### config.mk
export PLATFORM = sky130hd
export DESIGN_NAME = control_unit
export DESIGN_NICKNAME = d
export VERILOG_FILES = /design/src/rtl/cpu_pkg.sv /design/src/rtl/cu_decode.sv /design/src/rtl/control_unit.sv
export SDC_FILE = /design/constraint.sdc
export NUM_CORES = 1
export LEC_CHECK = 0
export BUFFER_PORTS_ARGS = -buffer_cell sky130_fd_sc_hd__buf_2
export CAP_MARGIN = 10
export CORE_MARGIN = 2
export CORE_UTILIZATION = 48
export DETAILED_ROUTE_END_ITERATION = 8
export PLACE_DENSITY = 0.89
export SLEW_MARGIN = 10
export SYNTH_ARGS = -nofsm -noshare
export SYNTH_HDL_FRONTEND = slang
export SYNTH_SLANG_ARGS = --single-unit
### constraint.sdc
create_clock -name clk -period 4.9 [get_ports clk]
set_clock_uncertainty 0.15 [all_clocks]
set_input_delay 1.47 -clock clk [delete_from_list [all_inputs] [get_ports clk]]
set_output_delay 1.47 -clock clk [all_outputs]
set_load 0.05 [all_outputs]
### src/rtl/cpu_pkg.sv
// cpu_pkg: shared ISA opcodes, ALU operation codes, instruction classes and FSM state encoding
package cpu_pkg;

    localparam logic [4:0] OP_LD   = 5'b00000;
    localparam logic [4:0] OP_LDI  = 5'b00001;
    localparam logic [4:0] OP_ST   = 5'b00010;
    localparam logic [4:0] OP_ADD  = 5'b00011;
    localparam logic [4:0] OP_SUB  = 5'b00100;
    localparam logic [4:0] OP_AND  = 5'b00101;
    localparam logic [4:0] OP_OR   = 5'b00110;
    localparam logic [4:0] OP_SHR  = 5'b00111;
    localparam logic [4:0] OP_SHRA = 5'b01000;
    localparam logic [4:0] OP_SHL  = 5'b01001;
    localparam logic [4:0] OP_ROR  = 5'b01010;
    localparam logic [4:0] OP_ROL  = 5'b01011;
    localparam logic [4:0] OP_ADDI = 5'b01100;
    localparam logic [4:0] OP_ANDI = 5'b01101;
    localparam logic [4:0] OP_ORI  = 5'b01110;
    localparam logic [4:0] OP_MUL  = 5'b01111;
    localparam logic [4:0] OP_DIV  = 5'b10000;
    localparam logic [4:0] OP_NEG  = 5'b10001;
    localparam logic [4:0] OP_NOT  = 5'b10010;
    localparam logic [4:0] OP_BR   = 5'b10011;
    localparam logic [4:0] OP_JR   = 5'b10100;
    localparam logic [4:0] OP_JAL  = 5'b10101;
    localparam logic [4:0] OP_IN   = 5'b10110;
    localparam logic [4:0] OP_OUT  = 5'b10111;
    localparam logic [4:0] OP_MFHI = 5'b11000;
    localparam logic [4:0] OP_MFLO = 5'b11001;
    localparam logic [4:0] OP_NOP  = 5'b11010;
    localparam logic [4:0] OP_HALT = 5'b11011;

    localparam logic [4:0] ALU_NOP  = 5'd0;
    localparam logic [4:0] ALU_ADD  = 5'd1;
    localparam logic [4:0] ALU_SUB  = 5'd2;
    localparam logic [4:0] ALU_MUL  = 5'd3;
    localparam logic [4:0] ALU_DIV  = 5'd4;
    localparam logic [4:0] ALU_SHR  = 5'd5;
    localparam logic [4:0] ALU_SHL  = 5'd6;
    localparam logic [4:0] ALU_SHRA = 5'd7;
    localparam logic [4:0] ALU_ROR  = 5'd8;
    localparam logic [4:0] ALU_ROL  = 5'd9;
    localparam logic [4:0] ALU_AND  = 5'd10;
    localparam logic [4:0] ALU_OR   = 5'd11;
    localparam logic [4:0] ALU_NEG  = 5'd12;
    localparam logic [4:0] ALU_NOT  = 5'd15;

    localparam logic [3:0] S_IDLE = 4'd0;
    localparam logic [3:0] S_T0   = 4'd1;
    localparam logic [3:0] S_T1   = 4'd2;
    localparam logic [3:0] S_T2   = 4'd3;
    localparam logic [3:0] S_T3   = 4'd4;
    localparam logic [3:0] S_T4   = 4'd5;
    localparam logic [3:0] S_T5   = 4'd6;
    localparam logic [3:0] S_T6   = 4'd7;
    localparam logic [3:0] S_T7   = 4'd8;
    localparam logic [3:0] S_HALT = 4'd9;

    typedef enum logic [3:0] {
        C_RALU, C_IMM, C_MULDIV, C_UNARY, C_LDI, C_LD, C_ST, C_BR,
        C_JR, C_JAL, C_IN, C_OUT, C_MFHI, C_MFLO, C_NOP, C_HALT
    } iclass_t;

    // Final execute state of each instruction class; the FSM leaves after it.
    function automatic logic [3:0] last_state(input iclass_t c);
        return (c == C_LD || c == C_ST) ? S_T7 :
               (c == C_MULDIV || c == C_BR) ? S_T6 :
               (c == C_RALU || c == C_IMM || c == C_LDI) ? S_T5 :
               (c == C_UNARY || c == C_JAL) ? S_T4 : S_T3;
    endfunction

endpackage

### src/rtl/cu_decode.sv
// cu_decode: combinational map from ISA opcode to instruction class and ALU operation
module cu_decode
    import cpu_pkg::*;
(
    input  logic [4:0] isa_op_i,
    output iclass_t    cls_o,
    output logic [4:0] alu_op_o
);

    // Address-forming classes (ldi/ld/st/br) use the adder; non-ALU classes leave it at nop.
    always_comb begin
        cls_o    = C_NOP;
        alu_op_o = ALU_NOP;
        case (isa_op_i)
            OP_LD:   begin cls_o = C_LD;     alu_op_o = ALU_ADD;  end
            OP_LDI:  begin cls_o = C_LDI;    alu_op_o = ALU_ADD;  end
            OP_ST:   begin cls_o = C_ST;     alu_op_o = ALU_ADD;  end
            OP_ADD:  begin cls_o = C_RALU;   alu_op_o = ALU_ADD;  end
            OP_SUB:  begin cls_o = C_RALU;   alu_op_o = ALU_SUB;  end
            OP_AND:  begin cls_o = C_RALU;   alu_op_o = ALU_AND;  end
            OP_OR:   begin cls_o = C_RALU;   alu_op_o = ALU_OR;   end
            OP_SHR:  begin cls_o = C_RALU;   alu_op_o = ALU_SHR;  end
            OP_SHRA: begin cls_o = C_RALU;   alu_op_o = ALU_SHRA; end
            OP_SHL:  begin cls_o = C_RALU;   alu_op_o = ALU_SHL;  end
            OP_ROR:  begin cls_o = C_RALU;   alu_op_o = ALU_ROR;  end
            OP_ROL:  begin cls_o = C_RALU;   alu_op_o = ALU_ROL;  end
            OP_ADDI: begin cls_o = C_IMM;    alu_op_o = ALU_ADD;  end
            OP_ANDI: begin cls_o = C_IMM;    alu_op_o = ALU_AND;  end
            OP_ORI:  begin cls_o = C_IMM;    alu_op_o = ALU_OR;   end
            OP_MUL:  begin cls_o = C_MULDIV; alu_op_o = ALU_MUL;  end
            OP_DIV:  begin cls_o = C_MULDIV; alu_op_o = ALU_DIV;  end
            OP_NEG:  begin cls_o = C_UNARY;  alu_op_o = ALU_NEG;  end
            OP_NOT:  begin cls_o = C_UNARY;  alu_op_o = ALU_NOT;  end
            OP_BR:   begin cls_o = C_BR;     alu_op_o = ALU_ADD;  end
            OP_JR:   cls_o = C_JR;
            OP_JAL:  cls_o = C_JAL;
            OP_IN:   cls_o = C_IN;
            OP_OUT:  cls_o = C_OUT;
            OP_MFHI: cls_o = C_MFHI;
            OP_MFLO: cls_o = C_MFLO;
            OP_NOP:  cls_o = C_NOP;
            OP_HALT: cls_o = C_HALT;
            default: cls_o = C_NOP;
        endcase
    end

endmodule

### src/rtl/control_unit.sv
// control_unit: Moore FSM sequencing fetch and per-class execute micro-steps of the CPU datapath
module control_unit
    import cpu_pkg::*;
(
    input  logic        clk,
    input  logic        clr,
    input  logic [31:0] ir,
    input  logic        con_ff,
    output logic        run,
    output logic        PCout, MDRout, ZHighOut, ZLowOut, HIout, LOout, InPortOut, Cout, BAout, Rout,
    output logic        PCin, IRin, MARin, MDRin, Yin, Zin, HIin, LOin, Rin, CONN_in, OutPortIn, InPortIn,
    output logic        Gra, Grb, Grc, read, write, incPC,
    output logic [4:0]  opcode
);

    logic [3:0]  state_q, state_d;
    logic [7:0]  t;
    logic [15:0] c;
    iclass_t     cls;
    logic [4:0]  alu_op;
    logic        addr, ldst, wb5, zop, brt;
    logic        unused_ok;

    cu_decode u_decode (
        .isa_op_i (ir[31:27]),
        .cls_o    (cls),
        .alu_op_o (alu_op)
    );

    assign t = {state_q == S_T7, state_q == S_T6, state_q == S_T5, state_q == S_T4,
                state_q == S_T3, state_q == S_T2, state_q == S_T1, state_q == S_T0};
    assign c = 16'(1) << cls;
    assign unused_ok = ^{ir[26:0], c[C_NOP]};

    // Step past fetch, leave after the class's last step (>= tolerates ir changing mid-execute), park in HALT.
    always_comb begin
        state_d = (state_q == S_HALT) ? S_HALT :
                  (state_q > S_HALT) ? S_IDLE :
                  (state_q >= S_T3 && state_q >= last_state(cls)) ?
                      ((c[C_HALT] && state_q == S_T3) ? S_HALT : S_T0) :
                  state_q + 4'd1;
    end

    // State register; clr low forces IDLE immediately.
    always_ff @(posedge clk or negedge clr) begin
        if (!clr) state_q <= S_IDLE;
        else      state_q <= state_d;
    end

    assign addr = c[C_LDI] | c[C_LD] | c[C_ST];
    assign ldst = c[C_LD] | c[C_ST];
    assign wb5  = c[C_RALU] | c[C_IMM] | c[C_LDI];
    assign zop  = t[4] & (c[C_RALU] | c[C_IMM] | c[C_MULDIV] | addr) | t[3] & c[C_UNARY] | t[5] & c[C_BR];
    assign brt  = t[6] & c[C_BR] & con_ff;

    assign run       = state_q != S_HALT;
    assign PCout     = t[0] | t[4] & c[C_BR] | t[3] & c[C_JAL];
    assign MDRout    = t[2] | t[7] & c[C_LD];
    assign ZHighOut  = t[6] & c[C_MULDIV];
    assign ZLowOut   = t[1] | t[5] & (wb5 | c[C_MULDIV] | ldst) | t[4] & c[C_UNARY] | brt;
    assign HIout     = t[3] & c[C_MFHI];
    assign LOout     = t[3] & c[C_MFLO];
    assign InPortOut = t[3] & c[C_IN];
    assign Cout      = t[4] & (c[C_IMM] | addr) | t[5] & c[C_BR];
    assign BAout     = t[3] & addr;
    assign Rout      = t[3] & (c[C_RALU] | c[C_IMM] | c[C_MULDIV] | c[C_UNARY] | c[C_BR] | c[C_JR] | c[C_OUT])
                     | t[4] & (c[C_RALU] | c[C_MULDIV] | c[C_JAL]) | t[6] & c[C_ST];
    assign PCin      = t[1] | t[3] & c[C_JR] | t[4] & c[C_JAL] | brt;
    assign IRin      = t[2];
    assign MARin     = t[0] | t[5] & ldst;
    assign MDRin     = t[1] | t[6] & ldst;
    assign Yin       = t[3] & (c[C_RALU] | c[C_IMM] | c[C_MULDIV] | addr) | t[4] & c[C_BR];
    assign Zin       = t[0] | zop;
    assign HIin      = t[6] & c[C_MULDIV];
    assign LOin      = t[5] & c[C_MULDIV];
    assign Rin       = t[5] & wb5 | t[4] & c[C_UNARY] | t[7] & c[C_LD]
                     | t[3] & (c[C_JAL] | c[C_IN] | c[C_MFHI] | c[C_MFLO]);
    assign CONN_in   = t[3] & c[C_BR];
    assign OutPortIn = t[3] & c[C_OUT];
    assign InPortIn  = 1'b0;
    assign Gra       = t[5] & wb5 | t[4] & (c[C_UNARY] | c[C_JAL]) | t[7] & c[C_LD] | t[6] & c[C_ST]
                     | t[3] & (c[C_MULDIV] | c[C_BR] | c[C_JR] | c[C_IN] | c[C_OUT] | c[C_MFHI] | c[C_MFLO]);
    assign Grb       = t[3] & (c[C_RALU] | c[C_IMM] | c[C_UNARY] | addr | c[C_JAL]) | t[4] & c[C_MULDIV];
    assign Grc       = t[4] & c[C_RALU];
    assign read      = t[1] | t[6] & c[C_LD];
    assign write     = t[7] & c[C_ST];
    assign incPC     = t[0];
    assign opcode    = zop ? alu_op : ALU_NOP;

endmodule

Word-level counts from Yosys, hierarchy flattened
Index checks and enable logic that the tools add are counted.
{"block": "totals", "ff_bits": 4, "romBits": 0, "wordCells": 169, "latchBits": 0, "ramBits": 0, "memories": 0}
{"block": "classes", "bitwise_logic": 92, "n_addsub": 1, "reduce_logical": 16, "magnitude_cmp": 3, "eq_ne": 44, "n_mul": 0, "n_div": 0, "shifts": 1, "n_mux": 11}
{"op": "$pmux W4 S15", "n": 1}
{"op": "$or A1 B1 Y1", "n": 56}
{"op": "$eq A5 B5 Y1 const B", "n": 11}
{"op": "$pmux W4 S13", "n": 1}
{"op": "$eq A5 B4 Y1 const B", "n": 8}
{"op": "$and A1 B1 Y1", "n": 36}
{"op": "$eq A4 B3 Y1 const B", "n": 8}
{"op": "$eq A5 B3 Y1 const B", "n": 4}
{"op": "$mux W4", "n": 5}
{"op": "$eq A4 B2 Y1 const B", "n": 4}
{"op": "$shl A1 B4 Y16 const A", "n": 1}
{"op": "$eq A4 B4 Y1 const B", "n": 3}
{"op": "$eq A5 B2 Y1 const B", "n": 2}
{"op": "$reduce_or A9 Y1", "n": 1}
{"op": "$eq A4 B1 Y1 const B", "n": 2}
{"op": "$reduce_or A2 Y1", "n": 4}
{"op": "$reduce_or A6 Y1", "n": 1}
{"op": "$eq A5 B1 Y1 const B", "n": 1}
{"op": "$logic_not A5 Y1", "n": 1}
{"op": "$logic_or A1 B1 Y1", "n": 5}
{"op": "$mux W5", "n": 1}
{"op": "$add A4 B1 Y4 const B", "n": 1}
{"op": "$ge A4 B3 Y1 const B", "n": 1}
{"op": "$ge A4 B4 Y1", "n": 1}
{"op": "7 further kinds", "n": 9}

Depth between registers and ports, before layout
{"block": "logic_depth", "ltp_word": 14, "depth_mapped": 11, "depth_no_buf": 9}

Hierarchy
Synthesis repeated with hierarchy kept, for this count alone.
{"block": "unflattened", "hier_cells": 197, "area_unflattened_um2": 1365.1}
{"mod": "control_unit", "cells_per_inst": 154, "instances": 1, "area_each_um2": 1072.3, "seq_area_each_um2": 100.1}
{"mod": "cu_decode", "cells_per_inst": 43, "instances": 1, "area_each_um2": 292.8, "seq_area_each_um2": 0.0}

Least setup slack after synthesis
OpenSTA, ideal clock, no wires.
{"block": "synth_timing", "path_type": "input port to output port", "start": "input port ir[29]", "end": "output port Rout", "t_required_ps": 3280, "arrival_ps": 4909, "n_path_buf": 1, "slack_ps": -1629, "path_stages": 4, "cell_sequence": "buf_2 and2_1 a2111oi_0 nand4b_1"}
{"block": "synth_between", "elab_chain_cells": 13, "word_cells_on_any_way": 46, "classes_between": "26 x eq/ne; 1 x shift; 1 x mux; 13 x bitwise; 5 x reduce/logical"}
{"item": "start: declaration", "line": "control_unit.sv:7", "source": "input logic [31:0] ir,"}
{"item": "$eq A5 B2 Y1 (tied with other cells)", "line": "cu_decode.sv:14", "source": "case (isa_op_i)"}
{"item": "$reduce_or A9 Y1 (no source line) (tied with other cells)"}
{"item": "$pmux W4 S15 *", "line": "cu_decode.sv:14"}
{"item": "$shl A1 B4 Y16 *", "line": "control_unit.sv:32", "source": "assign c = 16'(1) << cls;"}
{"item": "$or A1 B1 Y1 (6 in series)", "line": "control_unit.sv:66", "source": "assign Rout = t[3] & (c[C_RALU] | c[C_IMM] | c[C_MULDIV] | c[C_UNARY] | c[C_BR] | c[C_JR] | c[C_OUT])"}
{"item": "$and A1 B1 Y1", "line": "control_unit.sv:66"}
{"item": "$or A1 B1 Y1", "line": "control_unit.sv:67", "source": "| t[4] & (c[C_RALU] | c[C_MULDIV] | c[C_JAL]) | t[6] & c[C_ST];"}
{"item": "$or A1 B1 Y1 *", "line": "control_unit.sv:67"}
{"item": "end: declaration", "line": "control_unit.sv:10", "source": "output logic PCout, MDRout, ZHighOut, ZLowOut, HIout, LOout, InPortOut, Cout, BAout, Rout,"}
Mark *: on every way between the ends. The rest lies on a longest branch, timed or not.

Worst setup path after layout
{"block": "layout_timing", "start": "input port ir[30]", "end": "output port opcode[1]"}
{"block": "layout_between", "elab_chain_cells": 11, "word_cells_on_any_way": 48, "classes_between": "26 x eq/ne; 1 x shift; 3 x mux; 10 x bitwise; 8 x reduce/logical"}
{"item": "$eq A5 B2 Y1 (tied with other cells)", "line": "cu_decode.sv:14"}
{"item": "$reduce_or A9 Y1 (no source line) (tied with other cells)"}
{"item": "$pmux W4 S15", "line": "cu_decode.sv:14"}
{"item": "$shl A1 B4 Y16", "line": "control_unit.sv:32"}
{"item": "$or A1 B1 Y1 (on tied branches) (2 in series)", "line": "control_unit.sv:53, control_unit.sv:50"}
{"item": "$or A1 B1 Y1", "line": "control_unit.sv:53", "source": "assign zop = t[4] & (c[C_RALU] | c[C_IMM] | c[C_MULDIV] | addr) | t[3] & c[C_UNARY] | t[5] & c[C_BR];"}
{"item": "$and A1 B1 Y1", "line": "control_unit.sv:53"}
{"item": "$or A1 B1 Y1 (2 in series)", "line": "control_unit.sv:53"}
{"item": "$mux W5 *", "line": "control_unit.sv:88", "source": "assign opcode = zop ? alu_op : ALU_NOP;"}
{"item": "end: declaration", "line": "control_unit.sv:13", "source": "output logic [4:0] opcode"}
Marked as above.

==> results.txt <==
----------------------------------------------------
[Place]
  Buffers added on ports ... 39
  Placement Setup Slack ... 0.224 ns
  Detail Placement HPWL ... 2.84 mm
  RePlAce Congestion ... 0.996

[Route]
  Residual DRC ... 0
  Number of search-and-repair iterations in the first detailed-routing pass ... 5
  Routed via count divided by cell count ... 6.43
  Final routed wire length divided by cell count ... 15.3 um
  DRT iter0 DRCs ... 99
  Sum of routed wire length over all layers ... 3.72 mm
  Remaining number of nets flagged by the antenna check after routing ... 0
  Total via count in the routed design ... 1563

[Logic synthesis]
  Synth area leader ... sky130_fd_sc_hd__dfrtp_1
  FFs w/ async S/R, synth ... 100%
  Distinct cell type count after synthesis ... 61
  Number of warnings reported in the yosys synthesis log ... 0
  Sequential share of the synthesized area ... 8.23%
  Most frequent cell after synthesis ... sky130_fd_sc_hd__nor2_1
  Fraction of post-synthesis cell area in the top cell type by area ... 8.23%
  Ranking of synthesized cells by instance count ... 17 x sky130_fd_sc_hd__nor2_1, 14 x sky130_fd_sc_hd__nand2_1, 11 x sky130_fd_sc_hd__a21oi_1, 11 x sky130_fd_sc_hd__nor3_1, 11 x sky130_fd_sc_hd__o21ai_0
  Largest cells by area after synthesis ... sky130_fd_sc_hd__dfrtp_1 8.2%, sky130_fd_sc_hd__ha_1 8.2%, sky130_fd_sc_hd__nor2_1 5.2%
  Post-synthesis cell count ... 179
  EDFF count, synth ... 0
  Synthesized area ... 1220 um2
  Number of synthesized register bits ... 4
  Commonest register cell after synthesis ... sky130_fd_sc_hd__dfrtp_1
  Avg Cell Area, Syn ... 6.79 um2

[Pwr]
  Power Density ... 474 nW/um2
  Worst supply voltage drop on vdd ... 0.000415 V
  P_leak ... 0.668 nW
  Total power of the final layout ... 0.000693 W

[Die]
  Die boundary height ... 54.3 um
  Die Width ... 54.3 um
  Die footprint ... 2950 um2
  Area inside the core boundary ... 2430 um2
  Effective utilization at floorplan ... 50.0%
  Number of I/O pins ... 69
  Placement row count ... 18

[Global routing]
  Via count of the first global-routing pass ... 1267
  Global-route wire length before repair ... 5.74 mm
  Initial antenna violation count ... 0
  Total grt overflow ... 0
  Overall routing resource usage ... 26.0%
  Maximum number of pins on one net before global-route repair ... 18

[STA]
  Slew of the pin with the lowest slew margin ... 0.673 ns
  Worst setup slack after layout ... 0.200 ns
  Final count of pins violating max slew ... 0
  Unrepaired setup endpoints after global routing ... false
  Final hold viol count ... 0
  Shortest period the worst path allows ... 4.70 ns
  Hold Worst Slack ... 0.557 ns
  Final Cycle Share ... 95.9%
  Fmax ... 213 MHz
  Relative slew slack ... 55.1%
  Final setup violation count ... 0

[Status]
  Run status ... completed

[Cells and area]
  Inserted Diodes ... 0
  Register with the most flip-flops ... state_q
  Layout overhead on the synthesized area ... 20.4%
  NumNets Final ... 258
  Filler cell count in the final layout ... 234
  Multi-input gate area in the final layout ... 1010 um2
  Sequential cell area ... 100 um2
  Largest regs ... state_q: 4 flops
  Share of final-layout standard cells stronger than drive strength 1 ... 31.0%
  Number of flip-flops under the largest register name ... 4

[Job]
  Number of max-capacitance violations reported ... 0

[Worst setup path]
  Crit path capture type ... output port
  Slowest cell on the critical path ... sky130_fd_sc_hd__or3b_1
  Worst-path maximum fanout ... 10
  Dominant cell type by count on the critical path ... sky130_fd_sc_hd__buf_2
  CP Class ... primary input to output port
  Delay of the slowest cell on the worst path ... 0.53 ns
  Required time at the endpoint of the critical path ... 3.28 ns
  Critical path, cell by cell ... buf_2, or3b_1, nor3_1, a211oi_2, nor3_2, buf_2
  Startpoint class of the critical path ... primary input
  Endpoint arrival time on the critical path ... 3.08 ns

[Clocking]
  Clock latency on the worst-skew pair ... 0.23 ns
  Clock tree from TritonCTS ... built
  Hold_buf cts ... 0
  Max Root-Sink Buffers ... 2
  H-Tree Depth ... 1
  Total number of clock tree sinks ... 4
  Clock tree root driver cell ... sky130_fd_sc_hd__clkbuf_4
  Post-CTS Setup Bufs ... 0
  CTS clk-pin slew, worst paths ... 0.03 ns
  Number of CTS-inserted buffers ... 3
  Quantity of gates resized following cts ... 0

[Min path]
  Class of the tightest hold or removal check ... flip-flop to flip-flop

----------------------------------------------------
## worst paths after layout
path,startpoint,end,slack (ns),depth (start not counted)
setup / recovery,ir[30],opcode[1],0.20,6
hold / removal,state_q[0]$_DFF_PN0_,state_q[0]$_DFF_PN0_,0.56,2
setup reg to reg,state_q[0]$_DFF_PN0_,state_q[0]$_DFF_PN0_,2.58,6
hold reg to reg,state_q[0]$_DFF_PN0_,state_q[0]$_DFF_PN0_,0.56,2
max in group asynchronous,clr,state_q[1]$_DFF_PN0_,3.59,1
min in group asynchronous,clr,state_q[2]$_DFF_PN0_,0.89,1
## cells by family (layout without fill, tap and decap cells)
family | after synthesis | after routing | share of synthesized area [%]
AOI/OAI and AO/OA | 59 | 59 | 35.9
other | 1 | 2 | 0.308
and+or+nand+nor | 77 | 77 | 34.1
DFF | 4 | 4 | 8.23
adders and majority gates | 8 | 8 | 8.23
xor gates and xnor gates | 3 | 3 | 2.16
buffers and inverters | 27 | 60 | 11.1
## critical path, delay by kind of cell
family                 cells  cell delay, ns
AND/OR/NAND/NOR            3            1.04
buffers and inverters      2            0.43
AO/OA/AOI/OAI              1            0.12
## cell type report
class / count / area share, %
clock buffer: 3 / 1.54
inverter: 10 / 2.56
multi-input combinational: 149 / 69.1
sequential: 4 / 6.84
tap: 30 / 2.56
timing repair buffer: 47 / 17.4
## where the power goes
| part | switching (W) | internal (W) | leakage [nW] |
|---|---|---|---|
| combinational | 0.000402 | 0.000170 | 0.604 |
| clock | 0.0000114 | 0.0000272 | 0.0138 |
| sequential | 0.0000350 | 0.0000482 | 0.0501 |
| total | 0.000448 | 0.000245 | 0.668 |
## metrics by stage
step / setup TNS, ns / instance area (um2) / util (%) / std cells
2_1_floorplan: -0.148 / 1250 / - / 180
3_3_place_gp: 0 / 1440 / 59.3 / 240
3_5_place_dp: 0 / 1440 / 59.3 / 240
4_1_cts: 0 / 1460 / 60.2 / 243
5_1_grt: 0 / 1460 / 60.2 / 243
6_report: 0 / 1460 / 60.2 / 243
## metal layers
layer	routed length (um)	global-route usage (%)	vias to the layer above	part of all wire [%]
met5	0	0	-	0
met4	0	7.92	0	0
met3	345	0.820	0	9.3
met2	1790	41.4	90	48
met1	1590	37.7	735	43
li1	-	-	738	-
## placed cells by master, fill, tap and decap left out, types with 2 or more instances in the layout
master | netlist | final
sky130_fd_sc_hd__a2111oi_2 | 1 | 2
sky130_fd_sc_hd__a211oi_1 | 2 | 2
sky130_fd_sc_hd__a21o_1 | 2 | 2
sky130_fd_sc_hd__a21oi_1 | 11 | 11
sky130_fd_sc_hd__a31oi_1 | 2 | 2
sky130_fd_sc_hd__and3_1 | 2 | 2
sky130_fd_sc_hd__buf_2 | 6 | 39
sky130_fd_sc_hd__buf_4 | 3 | 8
sky130_fd_sc_hd__clkbuf_4 | 0 | 3
sky130_fd_sc_hd__conb_1 | 1 | 2
sky130_fd_sc_hd__dfrtp_1 | 4 | 4
sky130_fd_sc_hd__ha_1 | 8 | 8
sky130_fd_sc_hd__inv_1 | 8 | 8
sky130_fd_sc_hd__nand2_1 | 14 | 14
sky130_fd_sc_hd__nand2b_1 | 5 | 5
sky130_fd_sc_hd__nand3_1 | 4 | 4
sky130_fd_sc_hd__nand3b_1 | 4 | 4
sky130_fd_sc_hd__nand4_1 | 2 | 2
sky130_fd_sc_hd__nor2_1 | 17 | 17
sky130_fd_sc_hd__nor2b_1 | 5 | 5
sky130_fd_sc_hd__nor3_1 | 11 | 11
sky130_fd_sc_hd__o2111ai_1 | 2 | 2
sky130_fd_sc_hd__o211ai_1 | 2 | 2
sky130_fd_sc_hd__o21a_1 | 2 | 2
sky130_fd_sc_hd__o21ai_0 | 11 | 10
sky130_fd_sc_hd__o22ai_1 | 3 | 3
sky130_fd_sc_hd__or2_2 | 3 | 3
sky130_fd_sc_hd__or3_1 | 2 | 2
sky130_fd_sc_hd__xnor2_1 | 2 | 2
Note: power is estimated with default switching activity, not from simulation.
